$ cat src/rtl/pipeline_hazard_controller.sv
`default_nettype none
// ============================================================================
// Module   : pipeline_hazard_controller
// Brief    : IF/ID and PC control for a 5-stage MIPS pipeline. Detects
//            load-use hazards, HI/LO reads during a busy mult/div unit and
//            taken branches/jumps, and drives stall, bubble and flush
//            controls in the same cycle. Also tracks the mult/div busy window
//            and keeps a saturating stall-cycle counter.
// Revision : 1.0 - initial release
// ============================================================================
module pipeline_hazard_controller #(
    parameter int MD_LATENCY  = 32,
    parameter int STALL_CNT_W = 16
) (
    input  logic                   clk,
    input  logic                   rst_n,
    input  logic [5:0]             if_id_opcode,
    input  logic [5:0]             if_id_func,
    input  logic [4:0]             if_id_rs,
    input  logic [4:0]             if_id_rt,
    input  logic                   id_ex_mem_read,
    input  logic [4:0]             id_ex_rt,
    input  logic                   branch_taken,
    input  logic                   jump,
    input  logic                   md_start,
    output logic                   pc_write,
    output logic                   if_id_write,
    output logic                   if_id_flush,
    output logic                   id_ex_bubble,
    output logic                   md_busy,
    output logic [1:0]             ctrl_state,
    output logic [STALL_CNT_W-1:0] stall_cycles
);

    // Observational FSM encoding
    localparam logic [1:0] c_st_run      = 2'd0;
    localparam logic [1:0] c_st_lu_stall = 2'd1;
    localparam logic [1:0] c_st_md_wait  = 2'd2;

    // Opcode / function codes of interest
    localparam logic [5:0] c_op_rtype = 6'h00;
    localparam logic [5:0] c_op_beq   = 6'h04;
    localparam logic [5:0] c_op_bne   = 6'h05;
    localparam logic [5:0] c_op_sw    = 6'h2B;
    localparam logic [5:0] c_fn_mfhi  = 6'h10;
    localparam logic [5:0] c_fn_mflo  = 6'h12;

    // Countdown reload: the unit is busy for MD_LATENCY-1 cycles after issue
    localparam logic [5:0] c_md_reload = 6'(MD_LATENCY - 1);
    localparam logic [5:0] c_md_one    = 6'd1;

    localparam logic [STALL_CNT_W-1:0] c_cnt_one = STALL_CNT_W'(1);
    localparam logic [STALL_CNT_W-1:0] c_cnt_max = '1;

    logic [5:0]             r_md_cnt;
    logic [1:0]             r_state;
    logic [1:0]             w_next_state;
    logic [STALL_CNT_W-1:0] r_stall_cnt;

    logic w_uses_rt;
    logic w_hilo_read;
    logic w_lu;
    logic w_mds;
    logic w_stall;
    logic w_md_busy;

    // Decode of the IF/ID instruction fields
    always_comb begin
        w_uses_rt   = (if_id_opcode == c_op_rtype) || (if_id_opcode == c_op_beq) ||
                      (if_id_opcode == c_op_bne)   || (if_id_opcode == c_op_sw);
        w_hilo_read = (if_id_opcode == c_op_rtype) &&
                      ((if_id_func == c_fn_mfhi) || (if_id_func == c_fn_mflo));
    end

    // Hazard detection; a load into $0 never produces a dependency
    always_comb begin
        w_md_busy = (r_md_cnt != 6'd0);
        w_lu      = id_ex_mem_read && (id_ex_rt != 5'd0) &&
                    ((id_ex_rt == if_id_rs) || (w_uses_rt && (id_ex_rt == if_id_rt)));
        w_mds     = w_hilo_read && w_md_busy;
        w_stall   = w_lu || w_mds;
    end

    // State register for the observational FSM
    always_ff @(posedge clk or negedge rst_n) begin
        if (!rst_n) begin
            r_state <= c_st_run;
        end else begin
            r_state <= w_next_state;
        end
    end

    // Next state: load-use takes priority over the mult/div wait
    always_comb begin
        w_next_state = c_st_run;
        if (w_lu) begin
            w_next_state = c_st_lu_stall;
        end else if (w_mds) begin
            w_next_state = c_st_md_wait;
        end
    end

    // Pipeline controls depend only on live inputs and the countdown;
    // flush is held off during a stall since branch operands are not ready
    always_comb begin
        pc_write     = 1'b1;
        if_id_write  = 1'b1;
        id_ex_bubble = 1'b0;
        if_id_flush  = 1'b0;
        if (rst_n) begin
            if (w_stall) begin
                pc_write     = 1'b0;
                if_id_write  = 1'b0;
                id_ex_bubble = 1'b1;
            end else begin
                if_id_flush  = branch_taken || jump;
            end
        end
    end

    // Mult/div busy countdown; a new issue always restarts the window
    always_ff @(posedge clk or negedge rst_n) begin
        if (!rst_n) begin
            r_md_cnt <= 6'd0;
        end else if (md_start) begin
            r_md_cnt <= c_md_reload;
        end else if (r_md_cnt != 6'd0) begin
            r_md_cnt <= r_md_cnt - c_md_one;
        end
    end

    // Saturating stall-cycle counter
    always_ff @(posedge clk or negedge rst_n) begin
        if (!rst_n) begin
            r_stall_cnt <= '0;
        end else if (w_stall && (r_stall_cnt != c_cnt_max)) begin
            r_stall_cnt <= r_stall_cnt + c_cnt_one;
        end
    end

    assign md_busy      = w_md_busy;
    assign ctrl_state   = r_state;
    assign stall_cycles = r_stall_cnt;

endmodule
`default_nettype wire

$ cat config.mk
export PLATFORM = sky130hd
export DESIGN_NAME = pipeline_hazard_controller
export DESIGN_NICKNAME = d
export VERILOG_FILES = /design/src/rtl/pipeline_hazard_controller.sv
export SDC_FILE = /design/constraint.sdc
export NUM_CORES = 1
export LEC_CHECK = 0
export BUFFER_PORTS_ARGS = -buffer_cell sky130_fd_sc_hd__buf_2
export CORE_ASPECT_RATIO = 1.5
export CORE_MARGIN = 1.5
export CORE_UTILIZATION = 25
export CTS_BUF_LIST = sky130_fd_sc_hd__clkbuf_8 sky130_fd_sc_hd__clkbuf_16
export CTS_CLUSTER_DIAMETER = 30
export CTS_CLUSTER_SIZE = 14
export DETAILED_ROUTE_END_ITERATION = 8
export PLACE_DENSITY_LB_ADDON = 0.2
export SLEW_MARGIN = 20
export SYNTH_ARGS = -nofsm -noshare
export SYNTH_HDL_FRONTEND = slang
export SYNTH_SLANG_ARGS = --single-unit
$ cat constraint.sdc
create_clock -name clk -period 3.2 [get_ports clk]
set_clock_uncertainty 0.05 [all_clocks]
set_input_delay 0.16 -clock clk [delete_from_list [all_inputs] [get_ports clk]]
set_output_delay 0.16 -clock clk [all_outputs]
set_load 0.03 [all_outputs]
==> results.env <==
SYNTHDOMINANTAREACELLTYPE='dfrtp_1'
ARRIVAL_PS=2320
FINAL_NETS=216
YOSYS-TOP-CELLS-AREA='dfrtp_1 45%, xnor2_1 14%, nand3_2 3.8%'
AREA_DELTA_SYNTH_FINAL_PCT=30.0
FINALCRITICALPERIOD_PS=2530
GRT_PASS1_WL_UM=5140
POST_SYNTH_INST_COUNT=122
OUTCOME='complete, no violations'
CRITICAL_PATH.ENDPOINT_TYPE='primary output'
WORST_SETUP_PATH_START_KIND='flop'
FMAX_MHz=395
REGTOREGSTARTPOINT='r_md_cnt[0]$_DFFE_PN0P_'
ANTENNADIODECOUNT=0
SETUP.WORST_PATH.START='r_md_cnt[0]$_DFFE_PN0P_'
ANT_NETS=0
YOSYS-MUX-AREA-FRACTION_PCT=1.61
PLACEMENTROWS=32
SYNTH_COMMONEST_CELLS='24 x dfrtp_1, 21 x xnor2_1, 7 x nand4_1'
YOSYS_MOST_USED_DFF='dfrtp_1'
VIA_COUNT=1080
IOS=56
AVGROUTEDWIREPERCELL_UM=11.6
H-TREE-DEPTH=1
SYNTH_COMPOUND_GATE_AREA_SHARE_PCT=6.73
SYNTHDISTINCTLIBCELLS=33
YOSYS.AREA.TOP_TYPE_SHARE_PCT=45.5
MAX_CAP_VIOLATIONS=0
FINAL-MAX-SLEW-VIOLATION-COUNT=0
SYN-NUM-NETS=157
DP.FINAL_HPWL_UM=2230
STARTING_DENSITY_OF_THE_CORE_PCT=25.8
CRITPATHKIND='flop to primary output'
OVERFLOW=0
HOLD_PATH_STARTPOINT='md_start'
POSTROUTEWIRELENGTH_UM=2880
MAX-SLEW-MARGIN-REL_PCT=61.7
CTS.PATH.MAX_BUFFERS=2
CRITPATHREQUIREDTIME_PS=2990
FILLERINSTANCES=574
WORST_PIN_SLEW_PS=575
CORE_AREA_UM2=5120
PERIOD_SHARE_PCT=79.2
DRTITER0DRC=62
GRT_MAX_DEGREE=27
DRT-VIAS-PER-INSTANCE=4.37
YOSYS_WARNING_TOTAL=0
RSZ_0062_RAISED_AFTER_GLOBAL_ROUTING='false'
SYNTHMOSTINSTANTIATEDCELL='dfrtp_1'
SYNTH-XOR-AREA-SHARE_PCT=17.3
NUMBER_OF_ENABLE_TYPE_REGISTER_CELLS_IN_THE_SYNTHESIZED_NETLIST=0
MIN_PATH_TYPE='input port to flop'
DRCVIOLATIONCOUNT=0
CLOCK_TREE.ROOT_CELL='clkbuf_8'
CLOCK_LATENCY_PS=260
DP.CELLS=243
FIRST_GLOBAL_VIAS=1074
TRITONCTS_CLOCK_TREE='built'
YOSYSSEQAREASHARE_PCT=45.5
AGGREGATE_GLOBAL_ROUTE_RESOURCE_USAGE_PCT=11.1
FINAL_CELL_COUNT_NO_FILL=247
TIMING.FINAL.HOLD_VIOLATIONS=0
FINALSETUPVIOLCOUNT=0
DOMINANT_COMBINATIONAL_CELL_FAMILY_BY_AREA_AFTER_SYNTHESIS='simple AND/OR/NAND/NOR gates'
POST_CTS.REPAIR.SETUP_BUFFERS=0
SINKS_ON_CLOCK_NET=24
CTS_BUFFERS=3
DIE_W_UM=62.3
LAYOUT_CELLS_SIZED_ABOVE_1_PCT=39.1
PORTBUFFERS=54
DESIGN.DIE.AREA_UM2=5730
SYNTH.AVG_CELL_AREA_UM2=10.8
SYNTH-SEQ-CELLS=24
MAPPEDNETLISTAREA_UM2=1320
POST_SYNTH_FA_HA_MAJ_AREA_FRACTION_PCT=1.90
SETUP_TNS_PS=0
NUMBER_OF_ANTENNA_VIOLATIONS_AT_THE_FIRST_CHECK_IN_GLOBAL_ROUTING=0
SYNTH-ASYNC-RESET-RATIO_PCT=100
PLACE.GP.CONGESTION=0.698
P_LEAK_nW=0.805
POWER_DENSITY_nW_PER_UM2=364
POWER.IR.VDD_WORST_mV=0.179
FLOORPLAN.DIE.HEIGHT_UM=92.0
REG_CLK_SLEW_REPORTED_PATHS_PS=80
POST_SYNTH_AND_OR_NAND_NOR_AREA_FRACTION_PCT=24.2
DETAILEDROUTE.FIRSTPASSITERATIONCOUNT=4
CRITICAL_PATH_PEAK_FANOUT=8
==> worst max-delay path: stages, from the launching register on <==
cell and delay [ps]:
dfrtp_1 380, inv_1 90, ha_1 180, inv_1 70, or3_1 360, nor3_2 120, buf_4 180, nor2_1 70
or2_2 290, nand2_1 100, inv_1 40, buf_2 170
==> per-stage QoR <==
stage          hold slack [ps]  worst slack, ps  power [mW]  util, %  instance area [µm²]
2_1_floorplan             -186              774       0.404        -                 1320
3_3_place_gp               152              963       0.456     32.5                 1660
3_5_place_dp               148              945       0.457     32.5                 1660
4_1_cts                   78.1              648       0.637     33.5                 1720
5_1_grt                   91.9              485       0.661     33.5                 1720
6_report                  85.0              666       0.624     33.5                 1720
==> sequential cells by signal (all words and copies together) (netlist names) <==
| register | flops |
|---|---|
| stall_cycles | 16 |
| ctrl_state | 2 |
| r_md_cnt | 6 |
==> layer usage <==
metal	GRT usage (%)	vias up	part of all wire [%]	wire length (µm)
met1	13.3	511	43	1240
met5	0	-	0	0
met2	20.0	22	53	1510
li1	-	545	-	-
met3	1.72	2	3.6	103
met4	3.89	0	0.76	22
==> final timing paths <==
path	endpoint	slack, ps	cells past startpoint
worst max-delay path	id_ex_bubble	670	11
worst min-delay path	r_md_cnt[5]$_DFFE_PN0P_	90	2
worst max register to register	stall_cycles[1]$_DFFE_PN0P_	1020	9
worst min register to register	stall_cycles[10]$_DFFE_PN0P_	440	1
max in group asynchronous	stall_cycles[10]$_DFFE_PN0P_	2350	2
min in group asynchronous	ctrl_state[0]$_DFF_PN0_	370	2
==> cell families (layout without fill, tap and decap cells) <==
family,count (synthesis),count (layout)
adder cells (fa/ha/maj),2,2
buffers and inverters,7,64
AND/OR/NAND/NOR,50,50
XOR/XNOR,26,26
AO/OA/AOI/OAI,11,11
flip-flops,24,24
multiplexers,2,2
==> cells in the final DEF (no fill, tap or decap), drive strengths merged, types with 2 or more instances in the layout <==
cell type / Yosys / layout
buf: 2 / 55
dfrtp: 24 / 24
xnor2: 21 / 21
nand3: 8 / 8
nand4: 7 / 7
nand2: 6 / 6
inv: 5 / 5
xor2: 5 / 5
and3: 5 / 5
nor2: 5 / 5
nor3: 5 / 5
a21oi: 4 / 4
or3: 3 / 3
clkbuf: 0 / 3
nand2b: 2 / 2
o21ai: 2 / 2
a211o: 2 / 2
and4: 2 / 2
o31ai: 2 / 2
ha: 2 / 2
or4: 2 / 2
==> final cells by class <==
cell class,instances,area [µm²],area share (%)
Clock buffer,3,41.3,2.41
Multi-Input combinational cell,91,682,39.8
Tap cell,68,85.1,4.96
Timing Repair Buffer,56,288,16.8
Sequential cell,24,601,35.0
Inverter,5,18.8,1.09
==> power by group <==
part	switching (mW)	internal (mW)	total [mW]
clock network	0.0909	0.0840	0.175
logic	0.0653	0.0479	0.113
registers	0.0184	0.318	0.336
==> repair_timing <==
| action | CTS | global route |
|---|---|---|
| hold buffers | 1 | 0 |
| gates resized for setup | 0 | 0 |
| endpoints found under the hold margin | 24 | 0 |
Power figures use the tool's default switching activity.
